## src/rtl/writeback_pkg.sv

```systemverilog
// Shared types for the BatPU2 writeback stage: control word layout, source/destination
// selectors and FSM state encoding.
package writeback_pkg;

    localparam int WB_CTRL_W = 6;

    typedef enum logic [1:0] {
        SRC_ALU  = 2'd0,
        SRC_MEM  = 2'd1,
        SRC_IMM  = 2'd2,
        SRC_LINK = 2'd3
    } wb_src_e;

    typedef enum logic [1:0] {
        DST_A    = 2'd0,
        DST_B    = 2'd1,
        DST_C    = 2'd2,
        DST_NONE = 2'd3
    } wb_dst_e;

    typedef enum logic [1:0] {
        ST_RUN      = 2'd0,
        ST_WAIT_MEM = 2'd1,
        ST_HALTED   = 2'd2
    } wb_state_e;

    // Packed MSB first, so 'we' lands on bit 0 and 'halt' on bit 5.
    typedef struct packed {
        logic    halt;
        wb_src_e src;
        wb_dst_e dst;
        logic    we;
    } wb_ctrl_t;

endpackage

```

## src/rtl/wb_mem_wait_timer.sv

```systemverilog
// Counts clk_en edges spent stalled on load data and flags the cycle the wait limit is reached.
// MEM_TIMEOUT = 0 disables the limit (wait forever).
module wb_mem_wait_timer #(
    parameter int MEM_TIMEOUT = 15
) (
    input  logic clk,
    input  logic sync_rst,
    input  logic clk_en,
    input  logic wait_req,
    output logic timeout_hit
);

    localparam int CNT_W = (MEM_TIMEOUT < 2) ? 1 : $clog2(MEM_TIMEOUT + 1);

    logic [CNT_W-1:0] wait_cnt;

    always_ff @(posedge clk) begin
        if (sync_rst) begin
            wait_cnt <= '0;
        end else if (clk_en) begin
            if (wait_req && !timeout_hit) begin
                // Saturate so the unlimited configuration cannot wrap.
                if (wait_cnt != '1) begin
                    wait_cnt <= wait_cnt + 1'b1;
                end
            end else begin
                wait_cnt <= '0;
            end
        end
    end

    generate
        if (MEM_TIMEOUT == 0) begin : g_no_timeout
            assign timeout_hit = 1'b0;
        end else begin : g_timeout
            assign timeout_hit = wait_req && (wait_cnt == CNT_W'(MEM_TIMEOUT));
        end
    endgenerate

endmodule

```

## src/rtl/writeback_unit.sv

```systemverilog
// BatPU2 writeback stage: buffers one result, selects ALU/MEM/IMM/LINK, stalls on late loads
// with a bounded wait, drives the register-file write and forwarding buses, latches a sticky halt.
// Optional WB_RETIRE_CNT_EN adds a 16-bit retired-instruction counter output.
//
// state       | meaning
// ------------+---------------------------------------------------
// ST_RUN      | normal flow, stage advances on clk_en
// ST_WAIT_MEM | load in stage, waiting on mem_valid or the timeout
// ST_HALTED   | halt committed; stage frozen, writes blocked
module writeback_unit
    import writeback_pkg::*;
#(
    parameter int DATA_W      = 8,
    parameter int INST_W      = 16,
    parameter int REG_AW      = 4,
    parameter int MEM_TIMEOUT = 15,
    parameter int R0_WIRED    = 1
) (
    input  logic                 clk,
    input  logic                 sync_rst,
    input  logic                 clk_en,
    input  logic                 in_valid,
    input  logic [DATA_W-1:0]    from_alu,
    input  logic [DATA_W-1:0]    from_memory,
    input  logic                 mem_valid,
    input  logic [DATA_W-1:0]    link_in,
    input  logic [INST_W-1:0]    inst_bus,
    input  logic [WB_CTRL_W-1:0] ctr_word_in,
    output logic [REG_AW-1:0]    rd_addr,
    output logic [DATA_W-1:0]    to_reg,
    output logic                 reg_we,
    output logic                 wb_stall,
    output logic                 clk_hlt,
    output logic                 mem_err,
    output logic                 fwd_prev_valid,
    output logic [REG_AW-1:0]    fwd_prev_addr,
    output logic [DATA_W-1:0]    fwd_prev_data
`ifdef WB_RETIRE_CNT_EN
    ,
    output logic [15:0]          retire_cnt
`endif
);

    logic              valid_q;
    logic [DATA_W-1:0] alu_q;
    logic [DATA_W-1:0] link_q;
    logic [INST_W-1:0] inst_q;
    wb_ctrl_t          ctrl_q;

    wb_state_e state_q;
    wb_state_e state_d;

    logic wait_req;
    logic timeout_hit;
    logic commit;
    logic advance;
    logic unused_inst_hi;

    assign unused_inst_hi = ^inst_q[INST_W-1 -: 4];

    assign wait_req = valid_q && (ctrl_q.src == SRC_MEM) && !mem_valid && (state_q != ST_HALTED);
    assign wb_stall = wait_req && !timeout_hit;
    assign commit   = valid_q && !wb_stall && (state_q != ST_HALTED);
    assign advance  = clk_en && !wb_stall && (state_q != ST_HALTED);
    assign clk_hlt  = (state_q == ST_HALTED);

    wb_mem_wait_timer #(
        .MEM_TIMEOUT(MEM_TIMEOUT)
    ) u_wait_timer (
        .clk        (clk),
        .sync_rst   (sync_rst),
        .clk_en     (clk_en),
        .wait_req   (wait_req),
        .timeout_hit(timeout_hit)
    );

    always_comb begin
        rd_addr = '0;
        to_reg  = '0;
        case (ctrl_q.dst)
            DST_A:   rd_addr = inst_q[INST_W-5 -: REG_AW];
            DST_B:   rd_addr = inst_q[INST_W-5-REG_AW -: REG_AW];
            DST_C:   rd_addr = inst_q[INST_W-5-2*REG_AW -: REG_AW];
            default: rd_addr = '0;
        endcase
        // Load data is taken live from the memory port, not from the stage.
        case (ctrl_q.src)
            SRC_ALU:  to_reg = alu_q;
            SRC_MEM:  to_reg = from_memory;
            SRC_IMM:  to_reg = inst_q[DATA_W-1:0];
            default:  to_reg = link_q;
        endcase
        reg_we = commit && ctrl_q.we && (ctrl_q.dst != DST_NONE)
                 && !((R0_WIRED != 0) && (rd_addr == '0)) && !timeout_hit;
    end

    always_comb begin
        state_d = state_q;
        if (clk_en) begin
            case (state_q)
                ST_RUN, ST_WAIT_MEM: begin
                    if (commit && ctrl_q.halt) begin
                        state_d = ST_HALTED;
                    end else if (wb_stall) begin
                        state_d = ST_WAIT_MEM;
                    end else begin
                        state_d = ST_RUN;
                    end
                end
                ST_HALTED: state_d = ST_HALTED;
                default:   state_d = ST_RUN;
            endcase
        end
    end

    always_ff @(posedge clk) begin
        if (sync_rst) begin
            state_q        <= ST_RUN;
            valid_q        <= 1'b0;
            alu_q          <= '0;
            link_q         <= '0;
            inst_q         <= '0;
            ctrl_q         <= '0;
            mem_err        <= 1'b0;
            fwd_prev_valid <= 1'b0;
            fwd_prev_addr  <= '0;
            fwd_prev_data  <= '0;
        end else begin
            state_q <= state_d;
            if (advance) begin
                valid_q <= in_valid;
                alu_q   <= from_alu;
                link_q  <= link_in;
                inst_q  <= inst_bus;
                ctrl_q  <= wb_ctrl_t'(ctr_word_in);
            end
            if (clk_en) begin
                if (timeout_hit && commit) begin
                    mem_err <= 1'b1;
                end
                if (reg_we) begin
                    fwd_prev_valid <= 1'b1;
                    fwd_prev_addr  <= rd_addr;
                    fwd_prev_data  <= to_reg;
                end else begin
                    fwd_prev_valid <= 1'b0;
                end
            end
        end
    end

`ifdef WB_RETIRE_CNT_EN
    always_ff @(posedge clk) begin
        if (sync_rst) begin
            retire_cnt <= '0;
        end else if (clk_en && commit) begin
            retire_cnt <= retire_cnt + 16'd1;
        end
    end
`endif

endmodule

```

## config.mk

```make
export PLATFORM = sky130hd
export DESIGN_NAME = writeback_unit
export DESIGN_NICKNAME = d
export VERILOG_FILES = /design/src/rtl/writeback_pkg.sv /design/src/rtl/wb_mem_wait_timer.sv /design/src/rtl/writeback_unit.sv
export SDC_FILE = /design/constraint.sdc
export NUM_CORES = 1
export LEC_CHECK = 0
export ABC_AREA = 1
export CAP_MARGIN = 25
export CORE_UTILIZATION = 51
export CTS_BUF_LIST = sky130_fd_sc_hd__clkbuf_4
export CTS_CLUSTER_SIZE = 12
export DETAILED_ROUTE_END_ITERATION = 10
export GPL_TIMING_DRIVEN = 0
export PLACE_DENSITY_LB_ADDON = 0.12
export REMOVE_ABC_BUFFERS = 1
export SYNTH_ARGS = -nofsm -noshare
export SYNTH_HDL_FRONTEND = slang
export SYNTH_HIERARCHICAL = 1
export SYNTH_SLANG_ARGS = --single-unit
```

## constraint.sdc

```tcl
create_clock -name clk -period 3.4 [get_ports clk]
set_clock_uncertainty 0.15 [all_clocks]
set_input_delay 0.34 -clock clk [delete_from_list [all_inputs] [get_ports clk]]
set_output_delay 0.34 -clock clk [all_outputs]
set_load 0.01 [all_outputs]
```

Word level (Yosys, flattened, before mapping)
Index checks and enable logic that the tools add are counted.
{"block": "word_totals", "register_bits": 55, "out_inout_bits": 29, "word_cells": 61, "in_bits": 51}
{"block": "classes", "addsub": 1, "eq_ne": 11, "muxes": 8, "reduce_logical": 27}
{"op": "8-bit one-hot mux with 3 select lines", "count": 1}
{"op": "1-bit logical AND", "count": 15}
{"op": "4-bit one-hot mux with 3 select lines", "count": 1}
{"op": "4-bit two-way mux", "count": 2}
{"op": "2-bit by 1-bit == test with 1-bit output (second input constant)", "count": 3}
{"op": "2-bit == test (second input constant)", "count": 3}
{"op": "2-bit zero test", "count": 3}
{"op": "2-bit AND reduction", "count": 3}
{"op": "4-bit by 1-bit adder with 4-bit output (second input constant)", "count": 1}
{"op": "4-bit == test (second input constant)", "count": 1}
{"op": "1-bit zero test", "count": 4}
{"op": "4-bit zero test", "count": 1}
{"op": "2-bit != test (second input constant)", "count": 2}
{"op": "4-bit != test (second input constant)", "count": 1}
{"op": "2-bit one-hot mux with 2 select lines", "count": 1}
{"op": "1-bit two-way mux", "count": 2}
{"op": "2-bit two-way mux", "count": 1}
{"op": "2-bit by 1-bit != test with 1-bit output (second input constant)", "count": 1}
{"op": "2-bit OR reduction", "count": 1}

Longest topological paths before layout
Gate-level depths: netlist of the first run.
{"block": "depth", "depth_word": 15, "ltp_mapped": 15, "depth_no_buf": 14}

Modules after synthesis
The synthesis of the first run kept the hierarchy.
{"mod": "writeback_unit", "area_each_um2": 2269.7, "instances": 1, "seq_area_each_um2": 1021.0, "cells_each": 337}
{"mod": "wb_mem_wait_timer", "area_each_um2": 203.9, "instances": 1, "seq_area_each_um2": 80.1, "cells_each": 30}

Worst setup path before layout of the first run
Ideal clock, no wire load.
{"block": "synth_timing", "path_kind": "register to output", "startpoint": "reg state_q[1]", "endpoint": "out reg_we", "setup_slack_ns": 1.433, "arrival_ns": 1.477, "n_path_buf": 0, "path_stages_with_launch": 11, "required_ns": 2.910, "path_cell_list": "dfxtp_1 > inv_2 > nor2_1 > nor2_1 > inv_1 > nor2_1 > nand2_1 > nor3_1 > o21ai_1 > nor2_2 > and2_1"}
{"block": "synth_via", "elab_chain_cells": 12}
{"item": "from (decl)", "line_no": "writeback_unit.sv:50", "text": "wb_state_e state_q;"}
{"item": "from (signal assigned)", "line_no": "writeback_unit.sv:129", "text": "state_q <= state_d;"}
{"item": "2-bit != test (*)", "line_no": "writeback_unit.sv:61", "text": "assign wait_req = valid_q && (ctrl_q.src == SRC_MEM) && !mem_valid && (state_q != ST_HALTED);"}
{"item": "1-bit logical AND (*)", "line_no": "writeback_unit.sv:61"}
{"item": "via wait_req", "line_no": "writeback_unit.sv:53", "text": "logic wait_req;"}
{"item": "1-bit logical AND (*)", "line_no": "wb_mem_wait_timer.sv:36", "text": "assign timeout_hit = wait_req && (wait_cnt == CNT_W'(MEM_TIMEOUT));"}
{"item": "via timeout_hit", "line_no": "writeback_unit.sv:54", "text": "logic timeout_hit;"}
{"item": "1-bit zero test (*)", "line_no": "writeback_unit.sv:62, writeback_unit.sv:94"}
{"item": "1-bit logical AND", "line_no": "writeback_unit.sv:62", "text": "assign wb_stall = wait_req && !timeout_hit;"}
{"item": "1-bit zero test", "line_no": "writeback_unit.sv:63", "text": "assign commit = valid_q && !wb_stall && (state_q != ST_HALTED);"}
{"item": "1-bit logical AND (2 in series)", "line_no": "writeback_unit.sv:63"}
{"item": "1-bit logical AND (2 in series)", "line_no": "writeback_unit.sv:93", "text": "reg_we = commit && ctrl_q.we && (ctrl_q.dst != DST_NONE)"}
{"item": "1-bit logical AND", "line_no": "writeback_unit.sv:94", "text": "&& !((R0_WIRED != 0) && (rd_addr == '0)) && !timeout_hit;"}
{"item": "1-bit logical AND (*)", "line_no": "writeback_unit.sv:94"}
{"item": "to (decl)", "line_no": "writeback_unit.sv:31", "text": "output logic reg_we,"}
Mark *: on every way through the listed nets, which the timed path passes. The rest lies on a longest branch.

Final worst setup path of the first run
Same ends and word-level chain as after synthesis.

==> impl_metrics.env, run 1 <==
export IMPL_crit_path_start="state_q[1]"
export IMPL_ys_async_sr_fraction_pct=0
export IMPL_via_count_of_the_first_global_routing_pass=2351
export IMPL_dieWidth_um=71.6
export IMPL_post_cts_repair_setup_buffers=0
export IMPL_fin_tns_setup_ps=0
export IMPL_clock_network_fraction_of_design_power_pct=26.2
export IMPL_worst_path_buf_inv=3
export IMPL_combinationalPowerShare_pct=21.0
export IMPL_ant_nets=0
export IMPL_grt_setup_unrepaired="false"
export IMPL_final_setup_viol_count=0
export IMPL_power_internal_uw=976
export IMPL_share_of_synthesized_area_occupied_by_flip_flops_and_latches_pct=44.5
export IMPL_yosys_warnings=6
export IMPL_critical_path_arrival_ps=2650
export IMPL_final_core_utilization_pct=73.5
export IMPL_final_period_utilization_pct=92.5
export IMPL_clk_insertion_delay_late_ps=380
export IMPL_postLayoutCellArea_um2=3310
export IMPL_place_port_buffers=75
export IMPL_clock_fmax_mhz=318
export IMPL_h_tree_depth=2
export IMPL_synth_edff_count=0
export IMPL_sequentialPowerShare_pct=52.8
export IMPL_tritoncts_num_sinks=55
export IMPL_crit_path_max_fanout=6
export IMPL_rrSetupSlack_ps=520
export IMPL_synth_xor_area_share_pct=0
export IMPL_tritoncts="built"
export IMPL_std_cell_rows=24
export IMPL_timing_worst_slew_pin_value_ps=665
export IMPL_p_sw_uw=376
export IMPL_synth_seq_cells=55
export IMPL_synth_top_flop_cell="sky130_fd_sc_hd__dfxtp_1"
export IMPL_synth_adder_area_share_pct=0.506
export IMPL_grt_antenna_before_repair=0
export IMPL_slew_violations=0
export IMPL_final_cells=488
export IMPL_crit_path_max_incr_delay_ps=530
export IMPL_max_slew_headroom_at_the_worst_pin_pct=55.5
export IMPL_groute_usage_overall_pct=24.3
export IMPL_clk_pin_slew_ps=150
export IMPL_die_height_um=71.6
export IMPL_syn_to_final_growth_pct=33.8
export IMPL_die_area_um2=5130
export IMPL_detail_route_wl_per_cell_um=11.8
export IMPL_ctsLongestPathBuffers=2
export IMPL_synth_area_in_compound_gates_pct=12.8
export IMPL_detailed_routing_iteration_count_for_the_pre_antenna_repair_pass=4
export IMPL_crit_family="simple AND/OR/NAND/NOR gates"
export IMPL_maximum_number_of_pins_on_one_net_before_global_route_repair=42
export IMPL_area_fraction_of_the_dominant_cell_type_after_synthesis_pct=44.5
export IMPL_dp_hpwl_mm=4.29
export IMPL_count_of_instances_resized_after_the_clock_tree_is_built=0
export IMPL_cts_hold_repair_buffers=0
export IMPL_final_period_minus_worst_setup_slack_ps=3140
export IMPL_drive_gt1_share_pct=5.28
export IMPL_diodes=0
export IMPL_cts_root_buffer_cell="sky130_fd_sc_hd__clkbuf_4"
export IMPL_power_leakage_nw=1.44
export IMPL_synth_area_um2=2470
export IMPL_cpMaxStageDelayCell="sky130_fd_sc_hd__clkdlybuf4s50_1"
export IMPL_post_synth_main_area_contributors="sky130_fd_sc_hd__dfxtp_1, sky130_fd_sc_hd__nor2_1, sky130_fd_sc_hd__nand2_1"
export IMPL_finalWirelength_mm=5.75
export IMPL_areal_power_density_over_the_cells_nw_per_um2=409
export IMPL_series_of_cell_instances_along_the_critical_path="inv_2 -> nor2_1 -> nor2_1 -> inv_1 -> nor2_1 -> nand2_1 -> nor3_1 -> o21ai_1 -> nor2_2 -> and2_1 -> clkdlybuf4s50_1"
export IMPL_synth_area_leader_cell="sky130_fd_sc_hd__dfxtp_1"
export IMPL_synth_simple_gate_area_share_pct=32.9
export IMPL_vdd_ir_drop_max_mv=0.215
export IMPL_io_pins=80
export IMPL_postPlaceCellArea_um2=3230
export IMPL_yosys_mux_area_fraction_pct=0
export IMPL_dp_worst_setup_slack_ps=343
export IMPL_core_area_um2=4500
export IMPL_nets=487
export IMPL_hold_path_origin="valid_q"
export IMPL_setup_worst_path_end_class="output pin"
export IMPL_finalWeightedCongestion=0.819
export IMPL_grt_pass1_wl_mm=9.97
export IMPL_worst_setup_path_start_kind="flip-flop"
export IMPL_fin_ws_ps=255
export IMPL_post_synth_num_cell_types=25
export IMPL_maxCapViolCount=0
export IMPL_r2r_start="state_q[1]"
export IMPL_timing_hold_worst_class="reg2reg"
export IMPL_power_switching_fraction_pct=27.8
export IMPL_hold_violations=0
export IMPL_result_of_the_run="complete, no violations"
export IMPL_criticalPathCategory="reg2out"
export IMPL_cpMostUsedCell="sky130_fd_sc_hd__nor2_1"
export IMPL_initialDrtViolationCount=177
export IMPL_synthCells=367
export IMPL_starting_density_of_the_core_pct=54.9
export IMPL_cts_buffer_count=5
export IMPL_grt_overflow=0
export IMPL_detailroute_via_count=2483
export IMPL_synth_most_common_cell="sky130_fd_sc_hd__nor2_1"
export IMPL_placed_cells_incl_taps=480
export IMPL_cp_data_required_time_ps=2910
export IMPL_vias_per_cell=5.09
export IMPL_combinational_family_with_the_most_area_after_synthesis="simple AND/OR/NAND/NOR gates"
export IMPL_synth_common_cells="sky130_fd_sc_hd__nor2_1, sky130_fd_sc_hd__nand2_1, sky130_fd_sc_hd__dfxtp_1, sky130_fd_sc_hd__o21ai_0, sky130_fd_sc_hd__inv_1"
export IMPL_drc=0
export IMPL_syn_area_per_cell_um2=6.74
## per-stage QoR
| stage | power (mW) | hold WS, ps |
|---|---|---|
| 5_1_grt | 1.42 | 369 |
| 3_5_place_dp | 1.01 | 315 |
| 3_3_place_gp | 1.00 | 303 |
| 4_1_cts | 1.36 | 337 |
| 2_1_floorplan | 0.865 | 259 |
| 6_report | 1.35 | 331 |
## state kept, by name, indices dropped and copies added (netlist names)
name	flops
alu_q	8
inst_q	12
fwd_prev_valid	1
u_wait_timer/wait_cnt	4
valid_q	1
ctrl_q	6
mem_err	1
link_q	8
state_q	2
fwd_prev_data	8
fwd_prev_addr	4
## final cells by class
class	instances	area [um2]
clock buffer	5	37.5
clock inverter	3	38.8
fill	388	1190
inverter	39	146
multi-input combinational	258	1140
sequential	55	1100
tap	52	65.1
timing repair buffer	76	778
## kinds of logic after synthesis
kind of cell	after synthesis
simple gates	195
buf+inv	54
fa+ha+maj	1
compound gates	62
flops	55
## worst min-delay path, stage by stage (launching register included)
cell                      delay, ps
sky130_fd_sc_hd__dfxtp_1        330
sky130_fd_sc_hd__inv_1           70
sky130_fd_sc_hd__a21oi_1         60
## power groups by stage
stage                     sequential (mW)  combinational (mW)  clock (mW)
after floorplan                     0.721               0.143           0
after global placement              0.726               0.275           0
after detailed placement            0.728               0.284           0
after CTS                           0.714               0.285       0.362
after global routing                0.720               0.318       0.382
final                               0.714               0.283       0.355
## layer usage
metal	share of wire (%)	global-route usage (%)
met1	45	29.7
met2	48	42.9
met3	5.4	4.64
met4	1.5	8.06
met5	0	0
## worst paths after layout
check / to / cells after the start
max: reg_we / 11
min: valid_q / 2
max reg2reg: link_q[7] / 13
min reg2reg: valid_q / 2
## layout by cell type, fill, tap and decap left out, drive strengths merged
cell / n
clkdlybuf4s50: 75
nand3: 20
clkbuf: 5
nor2: 95
clkinv: 2
ha: 1
nand4: 8
o21ai: 46
buf: 1
a21oi: 15
and2: 1
dfxtp: 55
bufinv: 1
nand2: 67
or2: 1
inv: 39
nand3b: 1
nor3: 2
o21a: 1
Power figures use the tool's default switching activity.
==> run 2: changes to the inputs <==
Settings changed: CTS_CLUSTER_SIZE 12 to 16, TNS_END_PERCENT from default to 1.
Clock period 3.4 ns to 3.75 ns, I/O delays scaled along.
==> results of run 2 <==
The final DEF is identical to that of run 1. Status: complete, no violations.
Main changes from that run: setup slack after placement 343 ps -> 658 ps; setup slack after layout 255 ps -> 570 ps; register-to-register setup slack 520 ps -> 870 ps; total power 1.35 mW -> 1.23 mW; worst IR drop on VDD 0.215 mV -> 0.195 mV
